--- src/rtl/ntt_ctrl.sv ---
// Address and control sequencer for an in-place ML-KEM NTT / inverse NTT
// over a 256-entry dual-port coefficient BRAM with a pipelined butterfly.
module ntt_ctrl #(
    parameter int DEPTH      = 256,
    parameter int ADDR_WIDTH = 8,
    parameter int BF_LAT     = 4
) (
    input  logic                  clk,
    input  logic                  rst,
    input  logic                  start,
    input  logic                  inv,
    output logic                  busy,
    output logic                  done,
    output logic                  en_a,
    output logic                  en_b,
    output logic [ADDR_WIDTH-1:0] raddr_a,
    output logic [ADDR_WIDTH-1:0] raddr_b,
    output logic                  we_a,
    output logic                  we_b,
    output logic [ADDR_WIDTH-1:0] waddr_a,
    output logic [ADDR_WIDTH-1:0] waddr_b,
    output logic                  bf_valid,
    output logic                  bf_inv,
    output logic [6:0]            zeta_idx
);

    localparam int NPAIR = DEPTH / 2;

    typedef enum logic [1:0] {
        S_IDLE,
        S_ISSUE,
        S_DRAIN,
        S_DONE
    } state_e;

    state_e state_q, state_d;
    logic   inv_q, inv_d;
    logic [2:0] layer_q, layer_d;
    logic [6:0] cnt_q, cnt_d;
    logic [3:0] dcnt_q, dcnt_d;
    logic [6:0] zeta_q, zeta_d;
    logic [BF_LAT:0] vld_q;
    logic [ADDR_WIDTH-1:0] pa_q [BF_LAT+1];
    logic [ADDR_WIDTH-1:0] pb_q [BF_LAT+1];

    logic                  issue;
    logic [2:0]            shift;
    logic [ADDR_WIDTH-1:0] len;
    logic [ADDR_WIDTH-1:0] lo_mask;
    logic [ADDR_WIDTH-1:0] cnt_ext;
    logic [ADDR_WIDTH-1:0] group;
    logic [ADDR_WIDTH-1:0] addr_a;
    logic [ADDR_WIDTH-1:0] addr_b;
    logic [ADDR_WIDTH-1:0] k_fwd;
    logic [ADDR_WIDTH-1:0] k_inv;

    assign issue = (state_q == S_ISSUE);

    // Pair (j, j+len): insert a zero bit at position log2(len) of bf_cnt.
    always_comb begin
        shift   = inv_q ? (layer_q + 3'd1) : (3'd7 - layer_q);
        len     = ADDR_WIDTH'(1) << shift;
        lo_mask = len - ADDR_WIDTH'(1);
        cnt_ext = ADDR_WIDTH'(cnt_q);
        group   = cnt_ext >> shift;
        addr_a  = (cnt_ext & lo_mask) | ((cnt_ext & ~lo_mask) << 1);
        addr_b  = addr_a | len;
        k_fwd   = (ADDR_WIDTH'(1) << layer_q) + group;
        k_inv   = (ADDR_WIDTH'(128) >> layer_q) - ADDR_WIDTH'(1) - group;
        zeta_d  = 7'(inv_q ? k_inv : k_fwd);
    end

    always_comb begin
        state_d = state_q;
        inv_d   = inv_q;
        layer_d = layer_q;
        cnt_d   = cnt_q;
        dcnt_d  = dcnt_q;
        unique case (state_q)
            S_IDLE: begin
                if (start) begin
                    state_d = S_ISSUE;
                    inv_d   = inv;
                    layer_d = 3'd0;
                    cnt_d   = 7'd0;
                end
            end
            S_ISSUE: begin
                cnt_d = cnt_q + 7'd1;
                if (cnt_q == 7'(NPAIR - 1)) begin
                    state_d = S_DRAIN;
                    dcnt_d  = 4'd0;
                end
            end
            S_DRAIN: begin
                dcnt_d = dcnt_q + 4'd1;
                if (dcnt_q == 4'(BF_LAT)) begin
                    if (layer_q == 3'd6) begin
                        state_d = S_DONE;
                    end else begin
                        state_d = S_ISSUE;
                        layer_d = layer_q + 3'd1;
                        cnt_d   = 7'd0;
                    end
                end
            end
            S_DONE: begin
                state_d = S_IDLE;
            end
            default: begin
                state_d = S_IDLE;
            end
        endcase
    end

    always_ff @(posedge clk or posedge rst) begin
        if (rst) begin
            state_q <= S_IDLE;
            inv_q   <= 1'b0;
            layer_q <= 3'd0;
            cnt_q   <= 7'd0;
            dcnt_q  <= 4'd0;
        end else begin
            state_q <= state_d;
            inv_q   <= inv_d;
            layer_q <= layer_d;
            cnt_q   <= cnt_d;
            dcnt_q  <= dcnt_d;
        end
    end

    // Read addresses ride along with the butterfly to become write addresses.
    always_ff @(posedge clk or posedge rst) begin
        if (rst) begin
            vld_q  <= '0;
            zeta_q <= 7'd0;
            for (int i = 0; i <= BF_LAT; i++) begin
                pa_q[i] <= '0;
                pb_q[i] <= '0;
            end
        end else begin
            vld_q <= {vld_q[BF_LAT-1:0], issue};
            if (issue) begin
                zeta_q  <= zeta_d;
                pa_q[0] <= addr_a;
                pb_q[0] <= addr_b;
            end
            for (int i = 1; i <= BF_LAT; i++) begin
                pa_q[i] <= pa_q[i-1];
                pb_q[i] <= pb_q[i-1];
            end
        end
    end

    assign busy     = (state_q == S_ISSUE) || (state_q == S_DRAIN);
    assign done     = (state_q == S_DONE);
    assign raddr_a  = issue ? addr_a : '0;
    assign raddr_b  = issue ? addr_b : '0;
    assign we_a     = vld_q[BF_LAT];
    assign we_b     = vld_q[BF_LAT];
    assign en_a     = issue | vld_q[BF_LAT];
    assign en_b     = issue | vld_q[BF_LAT];
    assign waddr_a  = pa_q[BF_LAT];
    assign waddr_b  = pb_q[BF_LAT];
    assign bf_valid = vld_q[0];
    assign bf_inv   = inv_q;
    assign zeta_idx = zeta_q;

endmodule

--- config.mk ---
export PLATFORM = sky130hd
export DESIGN_NAME = ntt_ctrl
export DESIGN_NICKNAME = d
export VERILOG_FILES = /design/src/rtl/ntt_ctrl.sv
export SDC_FILE = /design/constraint.sdc
export NUM_CORES = 1
export LEC_CHECK = 0
export CAP_MARGIN = 10
export CORE_MARGIN = 1.5
export CORE_UTILIZATION = 51
export CTS_CLUSTER_SIZE = 20
export DETAILED_ROUTE_END_ITERATION = 12
export PLACE_DENSITY = 0.78
export SETUP_SLACK_MARGIN = 0.2
export SYNTH_ARGS = -nofsm -noshare
export SYNTH_HDL_FRONTEND = slang
export SYNTH_SLANG_ARGS = --single-unit
--- constraint.sdc ---
create_clock -name clk -period 3.5 [get_ports clk]
set_clock_uncertainty 0.15 [all_clocks]
set_input_delay 0.525 -clock clk [delete_from_list [all_inputs] [get_ports clk]]
set_output_delay 0.525 -clock clk [all_outputs]
set_load 0.02 [all_outputs]
== Word-level counts from Yosys, hierarchy flattened ==
Index checks and enable logic that the tools add are counted.
Cells by class
  add/sub/neg operators: 8
  eq/ne operators: 10
  shifts and indexed selects: 4
  multiplexer cells: 19
  bitwise operators: 6
  reductions and logical operators: 10
Operators by type and width (number)
  $mux 7: 4
  $pmux 7 s3: 1
  $mux 8: 2
  $or 8x8->8: 2
  $mux 3: 4
  $and 7x8->8: 1
  $mux 2: 4
  $pmux 2 s4: 1
  $pmux 4 s2: 1
  $reduce_and 4->1: 2
  $shl 1x3->8 const A: 1
  $shr 8x3->7 const A: 1
  $sub 8x1->8 const B: 1
  $add 7x1->7 const B: 1
  $add 7x7->7: 1
  $and 7x7->7: 1
  $eq 7x7->1 const B: 1
  $not 7->7: 1
  $shl 1x3->7 const A: 1
  $shr 7x3->7: 1
  $sub 7x1->7 const B: 1
  $sub 7x7->7: 1
  $ne 2x2->1 const B: 3
  $pmux 3 s2: 1
  other kinds (16): 19
Word-level totals
  flip-flop bits (word level): 109
  bits of input ports: 4
  output and inout bits: 47
  word-level logic and storage cells: 74

== Longest topological paths before layout ==
  depth in word-level cells: 9
  mapped depth: 18
  mapped depth without buffers: 15

== Least setup slack after synthesis ==
OpenSTA, ideal clock, no wires.
  path kind: reg-to-output
  start: register layer_q[0]
  end: output port raddr_b[3]
  data arrival time: 3.187 ns
  required time: 2.825 ns
  setup slack: -0.362 ns
  cell stages (with the launch flop): 14
  path buffers: 3
  cell sequence: dfrtp_1 clkbuf_1 clkbuf_1 inv_2 ha_1 and2_1 clkbuf_1 nor2_2 nand3_1 ha_1 xor2_1 a22oi_1 nor2_1 a21o_1
On the way
  word-level cells in the longest chain between the ends: 9
  elaborated cells between the ends (all ways): 11
  classes of those cells: add/sub: 3; shift: 1; mux: 2; bitwise: 5
Ends and longest elaborated chain
  start, declared: line 38  | logic [2:0] layer_q, layer_d;
  start signal, assigned: line 126  | layer_q <= layer_d;
  $sub 3x3->3 / $add 3x1->3 (equally long branches): line 61  | shift = inv_q ? (layer_q + 3'd1) : (3'd7 - layer_q);
  $mux 3 *: line 61
  $shl 1x3->8 *: line 62  | len = ADDR_WIDTH'(1) << shift;
  $sub 8x1->8: line 63  | lo_mask = len - ADDR_WIDTH'(1);
  $not 7->7: line 66  | addr_a = (cnt_ext & lo_mask) | ((cnt_ext & ~lo_mask) << 1);
  $and 7x7->7: line 66
  $or 8x8->8: line 66
  $or 8x8->8 *: line 67  | addr_b = addr_a | len;
  $mux 8 *: line 158  | assign raddr_b = issue ? addr_b : '0;
  end, declared: line 17  | output logic [ADDR_WIDTH-1:0] raddr_b,
Mark *: on every way between the ends. The rest lies on a longest branch, timed or not.

== Worst setup path after layout ==
  start: register layer_q[1]
  end: register zeta_q[6], in the netlist zeta_idx[6]
On the way
  word-level cells in the longest chain between the ends: 5
  elaborated cells between the ends (all ways): 10
  classes of those cells: add/sub: 5; shift: 3; mux: 2
Ends and longest elaborated chain
  branches (longest 4 deep; another with $sub 7x1->7)
  $mux 7 *: line 70  | zeta_d = 7'(inv_q ? k_inv : k_fwd);
  end signal, assigned: line 144  | zeta_q <= zeta_d;
  end, declared: line 41  | logic [6:0] zeta_q, zeta_d;
Mark *: on every way between the ends.
A chain may end at the register's enable or synchronous reset.

==> impl_results.md <==
- Post-Syn Area: approximately 5000 um^2
- Rows: 35
- DR DRC count: 0
- Final GP Congestion: roughly 0.93
- Adder-cell share of the synthesized area: 0.07263
- Detailed-route wire length: between 10000 and 15000 um
- Slew Limit Fails: 0
- Initial Util: 0.5312
- Ports: between 50 and 60
- Synth Area in XOR/XNOR: 0.01935
- Mapped Cells: about 460
- Area Growth Syn to Fin: 23.72%
- Top-count cell post-synth: dfrtp_1
- CTS tree: yes
- Total die area: between 10000 and 15000 um^2
- Fmax: between 0.2 and 0.3 GHz
- Min-Delay Endpoint: pb_q[20]$_DFF_PP0_
- Final Worst Setup Slack: ~0.047 ns
- Asr flop ratio synth: 1.000
- #FFs+latches synth: between 100 and 150
- N_diodes: 0
- CTS max path bufs: 2
- Initial drt markers: between 200 and 250
- RR Startpoint: layer_q[1]$_DFFE_PP0P_
- CTS clock-pin slew for the worst setup and hold paths: approximately 0.11 ns
- Register-to-register setup slack: 0.05 ns
- Leak Pwr: 0.002953 uW
- Vias: about 3600
- Setup-failing EPs final: 0
- Share of layout cells above drive strength 1: 0.2408
- Worst hold path class: reg -> reg
- Total grt overflow: 0
- Number of synthesized flops with an enable pin: 0
- CORE AREA: 9371 um^2
- Final Hold Viols: 0
- Main synth FF type: dfrtp_1
- Initial antenna violation count: 0
- Synth warn: 0
- Relative slew margins: 0.5004
- CP arrival: about 3.6 ns
- Worst skew pair latency: ~0.37 ns
- H-tree depth: 3
- Commonest cells post-synth: dfrtp_1, nand2_1, inv_1, nor2_1, ha_1
- WL/cell: ~16 um
- Largest family of logic cells by synthesized area: compound AO/OA/AOI/OAI gates
- Avg Cell Area, Syn: approximately 11 um^2
- CP max FO: 4
- Run status: finished clean
- Max cap viols: 0
- Max VDD drop: just under 600 uV
- Die H: 101.8 um
- Port buffer count: 50
- Unrepaired setup endpoints after global routing: true
- Detailed Place HPWL: ~7300 um
- Compound-Gate Fraction of Synth Area: 0.1370
- Area leader, netlist: dfrtp_1
- Placement Setup Slack: -0.07262 ns
- Setup tns final: 0 ns
- Beginning of the critical path: layer_q[1]$_DFFE_PP0P_
- Hold slack: 0.2068 ns
- Post-synthesis mux area share: 0.03745
- Yosys top cell area share: 0.5479
- WHS Path Cells: 0
- Vias in the first global route: between 3000 and 4000
- Slew @ Worst Pin: roughly 0.75 ns
- Fin nets: roughly 540
- Final period utilization: 0.9867
- R2R Path End: zeta_idx[6]$_DFFE_PP0P_
- Worst r2r path cells: 15
- Overall Global Routing Usage: 0.2157
- Crit Path Category: reg -> reg
- Number of unique standard cell types used by synthesis: 62
- Post-Synth Simple-Gate Area: 0.1189
- Core Util, Final: 0.6573
- Largest net degree at the start of global routing: 81
- Largest cells by area after synthesis: dfrtp_1, ha_1, nand2_1
- HP Start: pb_q[28]$_DFF_PP0_
- Pre-antenna DRT Iters: 4
- CTS Buf Count: 9
- Mapped Nets: 485
- Vias per inst: between 5 and 6
- Final ANT Viol Nets: 0
- Clock Root Buffer: clkbuf_8
- Global-route wire length before repair: 17240 um
- Total power: a little under 5000 uW
- CP endpoint kind: register
- Die width: just over 100 um
- Final Critical Period: 3.453 ns
- PwrDens: approximately 800 nW/um^2
- Worst EP required: between 3 and 4 ns
- Clk sinks: 109
- Seq/Total Area, Yosys: 0.5479
- Crit path launch type: register
-- sequential cells by signal, indices dropped and copies added, names as in the netlist --
| signal | cells |
|---|---|
| vld_q | 5 |
| pb_q | 32 |
| zeta_idx | 7 |
| waddr_b | 8 |
| waddr_a | 8 |
| layer_q | 3 |
| cnt_q | 7 |
| state_q | 2 |
| pa_q | 32 |
| dcnt_q | 4 |
| bf_inv | 1 |
-- area by class of cell --
cell class	count	area, um^2
repair buffers	87	758.2
well taps	129	161.4
inverters	28	111.4
clock buffers	9	123.9
multi-input cells	279	2176
clock inverters	7	98.84
fillers	736	3212
flip-flops and latches	109	2730
-- cells by family (layout without fill, tap and decap cells) --
group / Yosys count / after routing
adder cells (fa/ha/maj): 28 / 28
buffers and inverters: 67 / 131
XOR/XNOR: 11 / 11
AO/OA/AOI/OAI: 100 / 100
multiplexers: 15 / 15
AND/OR/NAND/NOR: 125 / 125
flip-flops: 109 / 109
-- worst max path at each step --
stage / end / slack, ns / depth (start not counted)
after floorplan: raddr_b[6] / 0.16 / 14
after global placement: zeta_idx[6]$_DFFE_PP0P_ / 0.01 / 15
after detailed placement: zeta_idx[6]$_DFFE_PP0P_ / -0.07 / 15
after CTS: raddr_b[6] / 0.03 / 12
after global routing: zeta_idx[6]$_DFFE_PP0P_ / -0.06 / 15
final: zeta_idx[6]$_DFFE_PP0P_ / 0.05 / 15
-- per-layer routing --
layer  track usage  up-vias  share of wire
li1              -     1681              -
met1        0.2829     1740           0.43
met2        0.3626      119           0.50
met3       0.04348       22          0.041
met4       0.06624        0          0.025
met5             0        -              0
-- what timing repair did --
| item | in CTS | in global routing |
|---|---|---|
| setup buffers | 4 | 4 |
| hold endpoints to repair | 0 | 0 |
| cloned | 0 | 0 |
| endpoints found under the setup margin | 17 | 20 |
| hold buffers | 0 | 0 |
| pin swaps | 16 | 17 |
| resized for setup | 82 | 28 |
-- placed cells by master (no fill, tap or decap), drive strengths merged, types with 7 or more instances in the layout --
| master | n |
|---|---|
| clkdlybuf4s50 | 36 |
| a21oi | 23 |
| xnor2 | 8 |
| mux2i | 10 |
| clkbuf | 9 |
| nand3 | 12 |
| ha | 24 |
| o21ai | 25 |
| nor2 | 26 |
| inv | 29 |
| buf | 51 |
| and2 | 7 |
| nor3 | 9 |
| a21o | 13 |
| dfrtp | 109 |
| nand2 | 43 |
-- stage by stage --
step | area [um^2] | cells
finish | 6160 | 648
CTS | 5998 | 644
floorplan | 5059 | 455
global route | 6160 | 648
detailed placement | 5704 | 624
global placement | 5704 | 624
-- worst max-delay path, stage by stage, from the launching register on --
cell      delay [ns]
dfrtp_2         0.46
ha_4            0.18
ha_4            0.21
mux2_4          0.29
buf_6           0.13
mux2i_4         0.18
nand2_2         0.07
o21ai_2         0.08
inv_2           0.07
ha_4            0.16
fa_2            0.38
a31o_4          0.23
a21o_1          0.16
a221oi_2        0.28
xnor2_1         0.16
o221ai_1        0.13
-- report_power, final --
group	switching [uW]	total, uW	leakage, uW	internal (uW)
Combinational	1310	2330	0.00140	1030
Clock	476	769	0.000108	293
Sequential	188	1800	0.00144	1620
Total	1970	4910	0.00295	2940
(Power assumes the default switching activity.)
